==> src/rtl/issue_ctrl.sv <==
// issue_ctrl: decode-to-execute issue register with pending-load scoreboard, branch hold and illegal-op trap
module issue_ctrl #(
  parameter int          STALL_CNT_W = 16,
  parameter logic [11:0] ILL_CODE    = 12'hFFF
) (
  input  logic                   clk,
  input  logic                   rst,
  input  logic                   in_valid,
  output logic                   in_ready,
  input  logic [4:0]             in_rs1i,
  input  logic [4:0]             in_rs2i,
  input  logic [4:0]             in_rdi,
  input  logic [31:0]            in_imm,
  input  logic [11:0]            in_code,
  input  logic                   in_isLoad,
  input  logic                   in_isBranch,
  output logic                   out_valid,
  input  logic                   out_ready,
  output logic [4:0]             out_rs1i,
  output logic [4:0]             out_rs2i,
  output logic [4:0]             out_rdi,
  output logic [31:0]            out_imm,
  output logic [11:0]            out_code,
  output logic                   out_isLoad,
  output logic                   out_isBranch,
  input  logic                   wb_valid,
  input  logic [4:0]             wb_rdi,
  input  logic                   br_resolve,
  input  logic                   flush,
  output logic                   trap,
  input  logic                   trap_clr,
  output logic [31:0]            busy_vec,
  output logic [STALL_CNT_W-1:0] stall_cnt
);
  typedef enum logic [1:0] {RUN, BR_WAIT, TRAP} state_t;
  state_t state_q, state_d;
  logic [31:0] busy_q, busy_d, busy_eff;
  logic [60:0] fields_q, fields_d;
  logic out_valid_q, out_valid_d;
  logic [STALL_CNT_W-1:0] stall_q, stall_d;
  logic hazard, take, ill, acc;
  always_comb begin
    busy_eff = busy_q & ~(wb_valid ? 32'd1 << wb_rdi : 32'd0);
    hazard = in_valid & ((busy_eff[in_rs1i] & |in_rs1i) | (busy_eff[in_rs2i] & |in_rs2i) | (busy_eff[in_rdi] & |in_rdi));
    in_ready = !rst & state_q == RUN & !hazard & (!out_valid_q | out_ready) & !flush;
    take = in_valid & in_ready;
    ill = take & in_code == ILL_CODE;
    acc = take & !ill;
    state_d = state_q == RUN ? (ill ? TRAP : (acc & in_isBranch) ? BR_WAIT : RUN) :
              state_q == BR_WAIT ? ((br_resolve | flush) ? RUN : BR_WAIT) :
              (trap_clr ? RUN : TRAP);
    out_valid_d = flush ? 1'b0 : acc ? 1'b1 : (out_valid_q & out_ready) ? 1'b0 : out_valid_q;
    fields_d = acc ? {in_rs1i, in_rs2i, in_rdi, in_imm, in_code, in_isLoad, in_isBranch} : fields_q;
    // set wins over a same-cycle writeback; x0 is never tracked
    busy_d = (busy_eff | ((acc & in_isLoad) ? 32'd1 << in_rdi : 32'd0)) & ~32'd1;
    stall_d = (state_q == RUN & hazard & ~&stall_q) ? stall_q + STALL_CNT_W'(1) : stall_q;
  end
  always_ff @(posedge clk) begin
    if (rst) begin
      state_q     <= RUN;
      busy_q      <= '0;
      fields_q    <= '0;
      out_valid_q <= 1'b0;
      stall_q     <= '0;
    end else begin
      state_q     <= state_d;
      busy_q      <= busy_d;
      fields_q    <= fields_d;
      out_valid_q <= out_valid_d;
      stall_q     <= stall_d;
    end
  end
  assign {out_rs1i, out_rs2i, out_rdi, out_imm, out_code, out_isLoad, out_isBranch} = fields_q;
  assign out_valid = out_valid_q;
  assign trap = state_q == TRAP;
  assign busy_vec = busy_q;
  assign stall_cnt = stall_q;
endmodule
==> config.mk <==
export PLATFORM = sky130hd
export DESIGN_NAME = issue_ctrl
export DESIGN_NICKNAME = d
export VERILOG_FILES = /design/src/rtl/issue_ctrl.sv
export SDC_FILE = /design/constraint.sdc
export NUM_CORES = 1
export LEC_CHECK = 0
export BUFFER_PORTS_ARGS = -buffer_cell sky130_fd_sc_hd__buf_2
export CORE_MARGIN = 2
export CORE_UTILIZATION = 45
export DETAILED_ROUTE_END_ITERATION = 8
export GPL_TIMING_DRIVEN = 0
export HOLD_SLACK_MARGIN = 0.05
export PLACE_DENSITY = 0.72
export SLEW_MARGIN = 5
export SYNTH_ARGS = -nofsm -noshare
export SYNTH_HDL_FRONTEND = slang
export SYNTH_SLANG_ARGS = --single-unit
==> constraint.sdc <==
create_clock -name clk -period 6.9 [get_ports clk]
set_input_delay 0.69 -clock clk [delete_from_list [all_inputs] [get_ports clk]]
set_output_delay 0.69 -clock clk [all_outputs]
set_load 0.05 [all_outputs]
==> After elaboration in Yosys (flattened, before gate mapping) <==
Index checks and enable logic that the tools add are counted.
{ "op_classes": {"n_addsub": 1, "multipliers": 0, "n_div": 0, "magnitude_cmp": 3, "eq_ne": 3, "shifts": 2, "muxes": 16, "bitwise": 23, "n_reduce_logical": 13} }
{ "op_table": {"columns": ["op", "count"], "rows": [
  ["32-bit 2-to-1 mux", 2],
  ["1-bit by 5-bit left shift with 32-bit output (first input constant)", 2],
  ["32-bit bitwise AND", 1],
  ["32-bit NOT", 1],
  ["32-bit bitwise OR", 1],
  ["5-bit by 6-bit less-than comparator with 1-bit output (second input constant)", 3],
  ["16-bit by 1-bit adder with 16-bit output (second input constant)", 1],
  ["1-bit bitwise AND", 16],
  ["16-bit AND reduction", 1],
  ["1-bit binary-select mux with 5-bit select", 3],
  ["5-bit OR reduction", 3],
  ["12-bit equality test (second input constant)", 1],
  ["2-bit 2-to-1 mux", 4],
  ["1-bit 2-to-1 mux", 7],
  ["1-bit zero test", 6],
  ["1-bit bitwise OR", 4],
  ["2-bit by 1-bit equality test with 1-bit output (second input constant)", 1],
  ["2-bit equality test (second input constant)", 1],
  ["2-bit zero test", 1],
  ["2-bit nonzero test", 1],
  ["2-bit OR reduction", 1]
]} }
{ "totals": {"reg_bits": 112, "latch_bits": 0, "ramBits": 0, "mem_bits_ro": 0, "input_bits": 74, "elab_cells": 67, "n_memories": 0} }

==> Logic depth before layout (Yosys ltp) <==
Gate-level depths: netlist of run 1.
{ "logic_depth": {"ltp_word": 22, "depth_mapped": 13, "ltp_nobuf": 9} }

==> Worst setup path after synthesis of run 1 <==
No wires, ideal clock.
{ "synth_timing": {"path_type": "input port to output port", "startpoint": "input port in_rs1i[0]", "endpoint": "output port in_ready", "arrival_ns": 3.635, "path_slack_ns": 2.575, "cell_stages": 11, "n_path_buf": 3, "path_cell_list": "clkbuf_1 clkbuf_1 xor2_1 o311ai_0 o2111ai_1 nand4_1 o41ai_1 nor2_1 nand3_1 buf_2 a21boi_0"} }
{ "synth_via": {"elab_chain_cells": 10} }
{ "synth_lines": {"columns": ["element", "line", "rtl"], "rows": [
  ["start: declaration", "10", "input logic [4:0] in_rs1i,"],
  ["1-bit binary-select mux with 5-bit select", "44", "hazard = in_valid & ((busy_eff[in_rs1i] & |in_rs1i) | (busy_eff[in_rs2i] & |in_rs2i) | (busy_eff[in_rdi] & |in ..."],
  ["1-bit 2-to-1 mux (not written as such)", "44", null],
  ["1-bit bitwise AND (*)", "44", null],
  ["1-bit bitwise OR (*) (2 in series)", "44", null],
  ["1-bit bitwise AND (*)", "44", null],
  ["1-bit zero test (*)", "45", "in_ready = !rst & state_q == RUN & !hazard & (!out_valid_q | out_ready) & !flush;"],
  ["1-bit bitwise AND (*) (3 in series)", "45", null],
  ["end: declaration", "9", "output logic in_ready,"]
]} }
Every way passes the cells marked *; elsewhere a longest branch is shown, timed or not. The select of a mux whose other input is x is not followed.

==> Worst setup path after layout of run 1 <==
Same ends and word-level chain as after synthesis.

==> metrics, run 1 <==
Via-to-Cell Ratio 6.04; cell count after synthesis 693; Root Driver clkbuf_16; top_reg_cell synth dfxtp_1; IO Port Bufs 179; CTS Buf Count 9; hold_buf cts 0; DRT iter0 DRCs 546; Worst-Margin Slew between 1000 and 1500 ps; Switching Fraction 0.286; fmax 0.215 GHz; CP Max Fanout 10; Syn Nets 768; global-route wire length before repair 29400 um; max_cap viols 0; outcome finished, final reports clean; Syn Std Cell Area ~5700 um2; Remaining DRCs 0; largest net degree at the start of global routing 19; EDFF count, synth 0; VDD IR max just under 0.1 mV; share of layout cells above drive strength 1 0.262; Leakage 2.81 nW; Distinct cells, synth slightly above 60; critical path required time 6210 ps; Area Overhead vs Synth 24.3%; Skew-Pair Late Insertion Delay 360 ps; All-Layer GR Usage 0.276; Die Span X 117 um; Yosys warning count 0; relative slew slack 0.260; Avg Inst Size Synth just over 8 um2; CTS tree yes; post-synthesis sequential area ratio 0.387; clk_skew 6.45 ps; Die Y about 120 um; Cell Rows just over 40; Max Slew Vio Count 0; Initial Util 0.458; post-cts resize count 0; pwr/cell area 190 nW/um2; dpl hpwl 14400 um; gpl congestion roughly 0.94; TritonRoute pass-1 iters 5; I/O pins approximately 190; worst reg2reg setup slack between 3000 and 4000 ps; drt total wl 19300 um; Hold Crit Class reg -> reg; grt ovf 0; Final #Nets 958; Setup Fix Bufs, Post-CTS 0; Flop pwr share 0.484; Fin. Hold Viols 0; placed cells 1044; Setup-failing EPs final 0; Power, Total 1.35 mW; clock-pin slew on the worst setup and hold paths 70 ps; total negative setup slack 0 ps; final cell count without fillers 1060; min Tclk post-route 4640 ps; NetSw 0.388 mW; post-route ant nets 0; WL/cell 18.2 um; Async SR Flop Fraction 0; core footprint ~13000 um2; Comb pwr share 0.144; Worst Setup End Kind primary output; area of the die 13700 um2; vias in the first global route 5609; initial antenna violation count 0; cell internal pwr 0.967 mW; #FFs+latches synth approximately 110; # diodes 0; final worst path period share 0.673; H-tree Lvls 3; Clock Sink Count 111; Clock Tree Buf Depth 2; unrepaired setup endpoints after global routing no; Clk network pwr share 0.372; Setup CP Type in -> out; startpoint types input pin; Arrival @ worst endpoint 3950 ps; vias after detailed routing 6400
-- state kept, by name, indices dropped and copies added (netlist names) --
| signal | count |
|---|---|
| fields_q | 61 |
| busy_vec | 31 |
| stall_cnt | 16 |
| state_q | 2 |
| out_valid | 1 |
-- layout by cell type (no fill, tap or decap), types with 4 or more instances in the layout --
cell / synthesis / final
buf_2: 10 / 189
nand2b_1: 8 / 8
mux2i_1: 17 / 17
nand4_1: 11 / 11
nor3b_1: 4 / 4
o211ai_1: 16 / 16
buf_1: 7 / 7
nand4b_1: 4 / 4
clkbuf_1: 48 / 49
nand2_1: 19 / 19
nor2b_1: 14 / 14
nor4_1: 9 / 9
dfxtp_1: 111 / 111
mux2_2: 6 / 6
o2111ai_1: 8 / 8
o21ai_0: 86 / 86
nor2_1: 32 / 32
mux4_2: 6 / 6
o32ai_1: 32 / 32
o21ai_1: 9 / 9
nand3b_1: 4 / 4
clkbuf_16: 0 / 9
nor3_1: 5 / 5
a31o_2: 4 / 4
nand3_1: 76 / 76
inv_1: 11 / 11
a21oi_1: 73 / 73
-- cell families after synthesis --
kind of cell | count (synthesis) | share of synthesized area
flip-flops | 111 | 0.387
XOR/XNOR | 1 | 0.00153
other | 1 | 0.000654
adder cells (fa/ha/maj) | 1 | 0.00218
AO/OA/AOI/OAI | 257 | 0.279
buffers and inverters | 78 | 0.0545
multiplexers | 32 | 0.0709
AND/OR/NAND/NOR | 212 | 0.204
-- power groups by stage --
stage / Combinational (mW) / Sequential [mW] / Clock (mW)
final: 0.195 / 0.656 / 0.504
after detailed placement: 0.191 / 0.671 / 0
after global routing: 0.207 / 0.657 / 0.542
after global placement: 0.192 / 0.670 / 0
after floorplan: 0.0873 / 0.705 / 0
after CTS: 0.192 / 0.656 / 0.517
-- routing by layer --
metal	track usage	wire, um	share of wire	vias up
met5	0	0	0	-
met4	0.0973	414	0.021	0
met3	0.0505	1620	0.084	32
met2	0.430	8880	0.46	324
met1	0.385	8340	0.43	3024
li1	-	-	-	3020
-- synthesized netlist by cell type (5+ instances only) --
library cell,n,share of area
o211ai_1,16,0.021
clkbuf_1,48,0.031
buf_2,10,0.0087
mux2_2,6,0.012
o21ai_0,86,0.075
o32ai_1,32,0.049
nor4_1,9,0.0098
nand4_1,11,0.012
nand3_1,76,0.066
nor2b_1,14,0.015
dfxtp_1,111,0.39
mux2i_1,17,0.030
o21ai_1,9,0.0078
o2111ai_1,8,0.012
a21oi_1,73,0.064
nand2_1,19,0.012
mux4_2,6,0.024
nor3_1,5,0.0044
nand2b_1,8,0.0087
inv_1,11,0.0072
nor2_1,32,0.021
buf_1,7,0.0046
-- final timing paths --
kind,startpoint,endpoint,cells after the start
worst max register to register,busy_vec[20],busy_vec[17],10
worst min register to register,fields_q[5],fields_q[5],2
worst max-delay path,in_rs1i[0],in_ready,12
worst min-delay path,fields_q[5],fields_q[5],2
-- cell type report --
cell class	instances	area, um2
plain buffers	67	272
clock buffers	11	243
clock inverters	5	38.8
fillers	1249	5390
inverters	11	41.3
multi-input cells	504	3200
flip-flops and latches	111	2220
well taps	172	215
repair buffers	179	896
-- per-stage QoR --
stage          cell area [um2]  setup WS [ps]   util  hold slack (ps)
5_1_grt                   7130           2170  0.570              494
3_3_place_gp              6850           2390  0.547              459
3_5_place_dp              6850           2430  0.547              462
6_report                  7130           2260  0.570              474
4_1_cts                   7130           2440  0.570              473
2_1_floorplan             5740           2580      -              551
-- critical path: stages --
cell       delay, ps
clkbuf_1         490
clkbuf_1         550
xor2_1           170
o311ai_0         380
o2111ai_1        230
nand4_1          210
o41ai_1          150
nor2_1           180
nand3_1          160
buf_2            220
a21boi_0         210
buf_2            300
Note: power is estimated with default switching activity, not from simulation.
==> run 2, diff against run 1 <==
PLACE_DENSITY = 0.75   (was 0.72)
clock period = 4.2 ns   (was 6.9 ns; I/O delays follow)
==> run 2 against run 1 <==
Net effect:
- sequential share of layout area fell by 0.098 points
- register-to-register slack got worse by 2700 ps
- critical path depth decreased by 1
- cell area is 0.32% higher
- critical endpoint unchanged
- largest cell class unchanged
==> metrics, run 2 (synthesis results as in run 1) <==
outcome finished, final reports clean; Initial Util 0.458 (unchanged); grt ovf 0 (unchanged); Fin. Hold Viols 0 (unchanged); vias after detailed routing 6450 (+0.78%); unrepaired setup endpoints after global routing no; Leakage 2.83 nW (+0.64%); WL/cell 18.4 um (+1.3%); # diodes 0 (unchanged); vias in the first global route 5719 (+2.0%); Skew-Pair Late Insertion Delay 360 ps (about the same); Final #Nets 958 (unchanged); startpoint types input pin; dpl hpwl 14400 um (-0.32%); Die Span X 117 um (unchanged); I/O pins 186 (unchanged); Via-to-Cell Ratio 6.08 (+0.78%); clock-pin slew on the worst setup and hold paths 70 ps (about the same); hold path cells 2 (unchanged); Switching Fraction 0.287 (+0.000514); CTS tree yes; Reg2Reg Depth 10 (unchanged); commonest non-fill, non-tap cells in the layout 189 x buf_2, 111 x dfxtp_1, 86 x o21ai_0, 76 x nand3_1, 73 x a21oi_1; total negative setup slack 0 ps (unchanged); fillcell total 1214 (-2.8%); commonest non-fill, non-tap cell in the layout buf_2; post-route ant nets 0 (unchanged); H-tree Lvls 3 (unchanged); Worst Setup End Kind primary output; max FFs per register 61 (unchanged); Setup-failing EPs final 0 (unchanged); DRT iter0 DRCs 558 (+2.2%); Cell Rows 41 (unchanged); CP Launch Point wb_rdi[1]; min Tclk post-route slightly above 4000 ps; share of layout cells above drive strength 1 0.265 (+0.00225); gpl congestion 0.956 (+1.9%); TritonRoute pass-1 iters 5 (unchanged); CTS Buf Count 9 (unchanged); IO Port Bufs 179 (unchanged); Clock Sink Count 111 (unchanged); Largest Register fields_q; All-Layer GR Usage 0.279 (+0.00264); final worst path period share 0.981; Crit-path slowest cell mux4_2; pwr/cell area 320 nW/um2 (+69%); Worst-Margin Slew 1100 ps (-2.58 ps); drt total wl 19500 um (+1.3%); RR Startpoint busy_vec[16]; Arrival @ worst endpoint 3700 ps (-250 ps); Setup CP Type in -> out; CP Max Fanout 10 (unchanged); Remaining DRCs 0 (unchanged); Root Driver clkbuf_16; hold_buf cts 0 (unchanged); Max Slew Vio Count 0 (unchanged); relative slew slack 0.262 (+0.00173); fmax 0.243 GHz; NetSw 0.657 mW (+69%); final instance area 7150 um2 (+0.32%); Clk network pwr share 0.390 (+0.018); Top cell by count, worst path buf_2; Clock Tree Buf Depth 2 (unchanged); Area Overhead vs Synth 24.7%; Hold Crit Class in -> reg; global-route wire length before repair 29700 um (+0.98%); Comb pwr share 0.140 (-0.004); DP Area 6850 um2 (unchanged); Flop pwr share 0.470 (-0.014); Die Y 117 um (unchanged); critical path required time 3780 ps (-2430 ps); VDD IR max 0.195 mV (+99%); largest net degree at the start of global routing 20 (+1); min-delay src flush; cell internal pwr 1.63 mW (+69%); max_cap viols 0 (unchanged); area of the die 13700 um2 (unchanged); initial antenna violation count 0 (unchanged); clk_skew 9.07 ps (+2.61 ps); CP Cell Sequence buf_2, nand2_1, buf_1, o21ai_0, mux4_2, o41ai_1, nor2_1, nand3_1, buf_2, a21boi_0, buf_2; CP peak stage delay 560 ps (about the same); core footprint 12500 um2 (unchanged)
## run 2: cell count changes in the layout (fill, tap and decap cells not counted)
cell,before,now
inv_6,3,2
buf_1,7,8
bufinv_16,0,1
inv_8,0,1
clkinvlp_4,1,0
clkbuf_8,1,0
clkbuf_1,49,46
clkbuf_2,0,1
clkinv_2,1,2
clkinv_4,0,1
## run 2: worst max-delay path, delay by kind of cell
family	cells	cell delay [ps]
buffers and inverters	4	1130
AO/OA/AOI/OAI	3	1040
AND/OR/NAND/NOR	3	530
multiplexers	1	560
## run 2: area by class of cell
class                           count  area [um2]  share of cell area
Timing Repair Buffer              179         896               0.125
Buffer                             67         273              0.0381
Multi-Input combinational cell    504        3200               0.448
Tap cell                          172         215              0.0301
Clock inverter                      7        77.6              0.0108
Inverter                           11        41.3             0.00577
Clock buffer                        9         225              0.0315
Sequential cell                   111        2220               0.311
## run 2: repair_timing
action / CTS / global route
gates resized for setup: 0 / 3
endpoints found under the setup margin: 0 / 1
buffers inserted: 0 / 0
## run 2: path summary, 6_finish.rpt
kind	slack, ps	end
min reg2reg	480	fields_q[14]
max reg2reg	1220	busy_vec[23]
max	80	in_ready
min	250	out_valid
## run 2: power by group through the flow
stage	logic [mW]	registers, mW	clock network, mW
finish	0.320	1.08	0.894
global route	0.342	1.08	0.946
CTS	0.313	1.08	0.906
detailed placement	0.313	1.10	0
global placement	0.311	1.10	0
floorplan	0.143	1.16	0
## run 2: per-layer routing
metal / GRT usage / part of all wire / vias up
met1: 0.374 / 0.42 / 2997
met2: 0.432 / 0.46 / 395
met3: 0.0608 / 0.094 / 42
li1: - / - / 3016
met4: 0.123 / 0.031 / 0
met5: 0 / 0 / -
## run 2: metrics by stage
stage | hold WS, ps | cells | setup WS, ps | util | power (mW)
floorplan | 497 | 693 | 415 | - | 1.30
global placement | 458 | 1044 | 192 | 0.547 | 1.41
detailed placement | 464 | 1044 | 181 | 0.547 | 1.41
CTS | 240 | 1060 | 176 | 0.571 | 2.30
global route | 268 | 1060 | 18.5 | 0.571 | 2.37
finish | 255 | 1060 | 78.8 | 0.571 | 2.29
